$ cat src/rtl/demux_write_bank_16x20.sv
// ---------------------------------------------------------------------------
// demux_write_bank_16x20
//
// Write-side companion of the 16-way read multiplexor. A 4-bit address steers
// a DATA_W-bit write into one of sixteen holding registers. All sixteen are
// presented in parallel on q so they can drive the mux inputs directly
// (word 0 -> input a ... word 15 -> input p).
//
// Two ways to write:
//   * single beats in IDLE, addressed by wr_addr
//   * burst fill: burst_start loads a base pointer and a beat count, and each
//     accepted beat writes the pointed register and advances the pointer
//     (wrapping 15 -> 0) until the count runs out
//
// Ports:
//   clk          system clock, rising-edge
//   rst          synchronous active-high reset
//   wr_valid     write beat offered
//   wr_ready     beat accepted this cycle when wr_valid is also high
//   wr_addr      target of single writes (ignored during a burst)
//   wr_data      write data
//   burst_start  burst request, only looked at in IDLE
//   burst_base   first register of the burst
//   burst_len    beat count 1..16 (0 = no-op, 17..31 treated as 16)
//   busy         high while a burst is in progress
//   burst_done   one-cycle pulse after the final burst beat is taken
//   q            all registers flattened, word k at q[DATA_W*k +: DATA_W]
//
// Optional build macro:
//   DEMUX_REG0_ZERO_EN  when defined, register 0 is hardwired to zero. Writes
//                       to it are still handshaked and still advance a burst,
//                       but the data is dropped.
// ---------------------------------------------------------------------------
module demux_write_bank_16x20 #(
    parameter int                 DATA_W    = 20,
    parameter logic [DATA_W-1:0]  RESET_VAL = '0
) (
    input  logic                   clk,
    input  logic                   rst,
    input  logic                   wr_valid,
    output logic                   wr_ready,
    input  logic [3:0]             wr_addr,
    input  logic [DATA_W-1:0]      wr_data,
    input  logic                   burst_start,
    input  logic [3:0]             burst_base,
    input  logic [4:0]             burst_len,
    output logic                   busy,
    output logic                   burst_done,
    output logic [16*DATA_W-1:0]   q
);

    typedef enum logic {
        IDLE  = 1'b0,
        BURST = 1'b1
    } state_t;

    state_t             state;
    state_t             next_state;

    logic [DATA_W-1:0]  regs [16];
    logic [3:0]         ptr;
    logic [4:0]         remaining;

    logic               burst_load;
    logic               last_beat;
    logic [4:0]         len_sat;
    logic               wr_en;
    logic [3:0]         wr_idx;

    // Any length with bit 4 set is 16 or more, so clamp all of those to 16.
    assign len_sat    = burst_len[4] ? 5'd16 : burst_len;

    // A zero-length request is swallowed in IDLE without starting anything.
    assign burst_load = (state == IDLE) && burst_start && (burst_len != 5'd0);

    // The beat that empties the counter ends the burst.
    assign last_beat  = (state == BURST) && wr_valid && (remaining == 5'd1);

    // State register.
    always_ff @(posedge clk) begin
        if (rst) begin
            state <= IDLE;
        end else begin
            state <= next_state;
        end
    end

    // Next-state logic.
    always_comb begin
        next_state = state;
        case (state)
            IDLE: begin
                if (burst_load) begin
                    next_state = BURST;
                end
            end
            BURST: begin
                if (last_beat) begin
                    next_state = IDLE;
                end
            end
            default: next_state = IDLE;
        endcase
    end

    // Output and write-steering logic. In IDLE a pending burst_start holds off
    // the single write, so the start cycle never also writes a register.
    always_comb begin
        wr_ready = 1'b0;
        busy     = 1'b0;
        wr_en    = 1'b0;
        wr_idx   = wr_addr;
        case (state)
            IDLE: begin
                wr_ready = !burst_start;
                wr_en    = wr_valid && !burst_start;
                wr_idx   = wr_addr;
            end
            BURST: begin
                wr_ready = 1'b1;
                busy     = 1'b1;
                wr_en    = wr_valid;
                wr_idx   = ptr;
            end
            default: begin
                wr_ready = 1'b0;
            end
        endcase
    end

    // Burst pointer, beat counter and the completion pulse. burst_done is
    // cleared every cycle by default so it is a single-cycle pulse, and a
    // reset on the last beat wins over the pulse.
    always_ff @(posedge clk) begin
        if (rst) begin
            ptr        <= 4'd0;
            remaining  <= 5'd0;
            burst_done <= 1'b0;
        end else begin
            burst_done <= 1'b0;
            if (burst_load) begin
                ptr       <= burst_base;
                remaining <= len_sat;
            end else if (state == BURST && wr_valid) begin
                ptr       <= ptr + 4'd1;
                remaining <= remaining - 5'd1;
                if (last_beat) begin
                    burst_done <= 1'b1;
                end
            end
        end
    end

    // Register bank. Only the addressed word is loaded; everything else holds.
    always_ff @(posedge clk) begin
        for (int k = 0; k < 16; k++) begin
            if (rst) begin
`ifdef DEMUX_REG0_ZERO_EN
                regs[k] <= (k == 0) ? '0 : RESET_VAL;
`else
                regs[k] <= RESET_VAL;
`endif
            end else if (wr_en && (wr_idx == 4'(k))) begin
`ifdef DEMUX_REG0_ZERO_EN
                if (k != 0) begin
                    regs[k] <= wr_data;
                end
`else
                regs[k] <= wr_data;
`endif
            end
        end
    end

    // Flatten the bank onto q.
    always_comb begin
        q = '0;
        for (int k = 0; k < 16; k++) begin
            q[DATA_W*k +: DATA_W] = regs[k];
        end
    end

endmodule

$ cat config.mk
export PLATFORM = sky130hd
export DESIGN_NAME = demux_write_bank_16x20
export DESIGN_NICKNAME = d
export VERILOG_FILES = /design/src/rtl/demux_write_bank_16x20.sv
export SDC_FILE = /design/constraint.sdc
export NUM_CORES = 1
export LEC_CHECK = 0
export ABC_AREA = 1
export CORE_MARGIN = 4
export CORE_UTILIZATION = 45
export DETAILED_ROUTE_END_ITERATION = 7
export PLACE_DENSITY = 0.76
export SYNTH_ARGS = -nofsm -noshare
export SYNTH_HDL_FRONTEND = slang
export SYNTH_SLANG_ARGS = --single-unit
$ cat constraint.sdc
create_clock -name clk -period 3.65 [get_ports clk]
set_clock_uncertainty 0.05 [all_clocks]
set_input_delay 0.5475 -clock clk [delete_from_list [all_inputs] [get_ports clk]]
set_output_delay 0.5475 -clock clk [all_outputs]
set_load 0.05 [all_outputs]
# ---- Word level (Yosys, flattened, before mapping)
# Memories as Yosys holds them, arrays and structs flattened.
# Index checks and enable logic that the tools add are counted.
dict set report op_classes {
  n_eq_ne 16
  n_addsub 2
  n_reduce_logical 26
  mux 79
  n_bitwise 18
}
# op n
set op_table {}
lappend op_table {{$mux W20} 16}
lappend op_table {{$mux W1} 54}
lappend op_table {{$eq A4 B4 Y1 const B} 8}
lappend op_table {{$logic_and A1 B1 Y1} 21}
lappend op_table {{$eq A4 B3 Y1 const B} 4}
lappend op_table {{$or A1 B1 Y1} 16}
lappend op_table {{$mux W5} 3}
lappend op_table {{$eq A4 B2 Y1 const B} 2}
lappend op_table {{$mux W4} 2}
lappend op_table {{$pmux W4 S2} 1}
lappend op_table {{$pmux W1 S2} 3}
lappend op_table {{$eq A5 B1 Y1 const B} 1}
lappend op_table {{$reduce_bool A5 Y1} 1}
lappend op_table {{$sub A5 B1 Y5 const B} 1}
lappend op_table {{$add A4 B1 Y4 const B} 1}
lappend op_table {{$eq A4 B1 Y1 const B} 1}
lappend op_table {{$logic_not A4 Y1} 1}
lappend op_table {{$reduce_or A3 Y1} 1}
lappend op_table {{$not A1 Y1} 2}
lappend op_table {{$reduce_bool A2 Y1} 1}
lappend op_table {{$logic_not A1 Y1} 1}
dict set report totals {
  output_inout_bits 323
  inputBits 37
  regBits 11
  elab_cells 146
  mem_count 1
  ram_bits 320
}
# name depth word_bits rd rd_clocked_by_memory_dff write_ports line_no
set mem_list {}
lappend mem_list {regs 16 20 16 0 16 60} ;# logic [DATA_W-1:0] regs [16];

# ---- Longest topological paths before layout
dict set report logic_depth {
  ltp_word 8
  depth_mapped 10
}

# ---- Least setup slack after synthesis
# Ideal clock, no wire load.
dict set report synth_path {
  kind {register to register}
  from {reg state}
  to {mem regs[0][0], enable pin}
  setup_ps 425
  stages_incl_launch_ff 8
  period_less_slack_ps 3275
  arrival_time_ps 2800
  slack_ps 375
  required_time_ps 3175
  path_cell_list {dfxtp_1 > buf_6 > inv_6 > nand2_8 > nand2_8 > clkinv_2 > nand3_2 > o21ai_0}
}
# element line_no
set synth_lines {}
lappend synth_lines {{start: declaration} 57} ;# state_t state;
lappend synth_lines {{start signal: assignment} 84} ;# state <= next_state;
lappend synth_lines {{end: declaration} 60}

# ---- Worst setup path in the final report
dict set report layout_path {
  from {reg state}
  to {out wr_ready}
}
dict set report layout_between {
  elab_chain_cells 2
}
# element line_no
set layout_lines {}
lappend layout_lines {{$not A1 Y1} --}
lappend layout_lines {{$pmux W1 S2 (*)} 113} ;# case (state)
lappend layout_lines {{end: declaration} 41} ;# output logic wr_ready,
# Mark *: on every way between the ends. The rest lies on a longest branch, timed or not.

==> impl_metrics.py <==
metrics = {
    "layout": {
        "stdcell_count": 1650,
        "fillers": 2035,
        "layout_commonest_cell": "clkdlybuf4s50_1",
        "fin_area_um2": 17460,
        "final_util_pct": 63.02,
        "final_cell_mix": "clkdlybuf4s50_1, edfxtp_1, nor2_1",
        "fin_nets": 1291,
        "drive_above_1_share_pct": 14.86,
        "n_antenna_cell": 0,
        "syn2layout_area_growth_pct": 38.20,
    },
    "place": {
        "dp_worst_setup_slack_ns": 0.8858,
        "portBuffers": 359,
        "placed_area_um2": 16450,
        "gp_congestion": 0.7991,
        "placedCellCount": 1592,
        "dp_hpwl_um": 24790,
    },
    "die": {
        "rows": 61,
        "initial_utilization_pct": 45.60,
        "die_x_um": 175.6,
        "die_y_um": 175.6,
        "dieArea_um2": 30820,
        "core_um2": 27710,
        "boundaryPins": 360,
    },
    "yosys": {
        "async_reset_ff_share_pct": 0,
        "ys.warnings.count": 0,
        "synth_edf_count": 320,
        "synth-seq-cells": 331,
        "syn-num-nets": 929,
        "synth_flop_cell": "edfxtp_1",
        "synth_top_area_share_pct": 76.05,
        "syn_area_um2": 12630,
        "yosysUniqueCellTypes": 28,
        "synth_area_leaders": "edfxtp_1, nor2_1, nor2_2",
        "yosysSeqAreaShare_pct": 77.80,
        "syn_avg_cell_area_um2": 14.21,
        "synth_largest_area_cell": "edfxtp_1",
        "netlist_instances": 889,
    },
    "power": {
        "p_sw_mw": 2.414,
        "p_total_mw": 8.936,
        "static-leakage-power_nw": 6.514,
        "switching_share_pct": 27.02,
        "ir_drop_mv": 0.3494,
        "pwr-share-seq_pct": 49.2,
        "pwr-share-clk_pct": 35.8,
        "p_comb_share_pct": 15.0,
        "pwr_density_cell_nw_per_um2": 511.8,
        "p_int_mw": 6.521,
    },
    "sta": {
        "timing.final.ws_setup_ns": 0.8784,
        "finalHoldViolations": 0,
        "relSlewSlack_pct": 38.60,
        "rsz0062_at_grt": "no",
        "finalCritPeriodShare_pct": 75.93,
        "setup_viol": 0,
        "drv_slew": 0,
        "final.min_clock_period_ns": 2.772,
        "fin_setup_tns_ns": 0,
        "fmax_mhz": 360.8,
        "worstMarginPinSlew_ns": 0.9200,
        "hold_slack_ns": 0.4312,
    },
    "cts": {
        "htree_levels": 2,
        "cts.sinks": 331,
        "cts_root_buffer": "clkbuf_16",
        "cts_tree": "yes",
        "numCtsBuffers": 35,
        "clockBufferDepth": 3,
        "cts_resized": 0,
        "postCtsSetupBuffers": 0,
        "clkTransAtPathRegs_ns": 0.06,
        "clk_latency_ns": 0.49,
        "ctsHoldBuffers": 0,
    },
    "worst_setup_path": {
        "required_ns": 3.05,
        "cp-end-kind": "output port",
        "reg2reg_slack_ns": 1.25,
        "critPathKind": "reg -> out",
        "cp.arrival_ns": 2.17,
        "path_max_fanout": 10,
        "start_kind": "flop",
    },
    "outcome": {
        "status": "completed",
    },
    "job": {
        "maxCapViolCount": 0,
    },
    "route": {
        "totalWireLength_um": 36020,
        "dr.pass1.iters": 5,
        "drtIter0Drc": 787,
        "via_per_inst": 5.051,
        "drc": 0,
        "vias": 8334,
        "avgRoutedWirePerCell_um": 21.83,
        "drtAntennaViolNets": 0,
    },
    "global_routing": {
        "global_route.usage.total_pct": 22.70,
        "grt_antenna_before_repair": 0,
        "grt.overflow.total": 0,
        "grt_pass1_vias": 8333,
        "grt_pass1_wl_um": 52460,
        "grt_max_degree": 37,
    },
    "min_path": {
        "holdCritPathClass": "reg -> reg",
    },
}
-- critical path, cell delays in order (launching register included) --
cell             delay (ns)
dfxtp_1                0.67
inv_6                  0.09
nand2_8                0.10
clkdlybuf4s50_1        0.82
-- metal layers --
metal,up-vias,wire (um),GRT usage (%)
met5,-,0,0
met4,0,1661,9.747
met3,91,3085,4.800
met2,442,18010,39.50
met1,4091,13260,27.48
li1,3710,-,-
-- cell usage after synthesis, types with 2 or more instances --
| master | number |
|---|---|
| nor2_2 | 85 |
| a31oi_1 | 2 |
| nand3_2 | 8 |
| buf_2 | 5 |
| ha_1 | 3 |
| nor3_1 | 2 |
| inv_2 | 2 |
| edfxtp_1 | 320 |
| a21oi_1 | 7 |
| nand3_1 | 11 |
| o21ai_4 | 2 |
| nand2_1 | 52 |
| nand2_8 | 2 |
| dfxtp_1 | 11 |
| clkbuf_1 | 21 |
| buf_6 | 31 |
| nor2_4 | 6 |
| o21ai_0 | 11 |
| nor2_1 | 261 |
| inv_1 | 34 |
| nand2_2 | 6 |
-- state kept, by name, indices dropped and copies added (netlist names) --
name / count
state: 1
regs: 320
remaining: 5
burst_done: 1
ptr: 4
-- worst paths after layout --
path	endpoint	start	cells past startpoint
worst min register to register	remaining[1]$_SDFFE_PP0P_	remaining[1]$_SDFFE_PP0P_	2
worst max-delay path	wr_ready	state$_SDFF_PP0_	3
worst max register to register	regs[1][15]$_SDFFCE_PN0P_	state$_SDFF_PP0_	6
worst min-delay path	remaining[1]$_SDFFE_PP0P_	remaining[1]$_SDFFE_PP0P_	2
-- cell type report --
type                    count  area, um^2  share of cell area [%]
inverters                  39       152.6                  0.8742
multi-input cells         462        2230                   12.77
clock inverters            16       107.6                  0.6163
well taps                 378       473.0                   2.709
flip-flops and latches    331        9829                   56.30
clock buffers              42       902.1                   5.167
repair buffers            382        3766                   21.57
-- power by group through the flow --
stage | combinational [mW] | clock [mW] | sequential (mW)
after floorplan | 0.253 | 0 | 5.06
after detailed placement | 1.34 | 0 | 4.48
final | 1.34 | 3.20 | 4.40
after global routing | 1.39 | 3.41 | 4.41
after CTS | 1.35 | 3.25 | 4.40
after global placement | 1.33 | 0 | 4.47
-- kinds of logic (layout without fill, tap and decap cells) --
family,after synthesis,count (layout),share of synthesized area [%]
flops,331,331,77.80
buf+inv,96,479,4.793
simple gates,434,434,15.85
compound gates,24,24,1.188
fa+ha+maj,3,3,0.2971
xor+xnor,1,1,0.06933
Note: power is estimated with default switching activity, not from simulation.
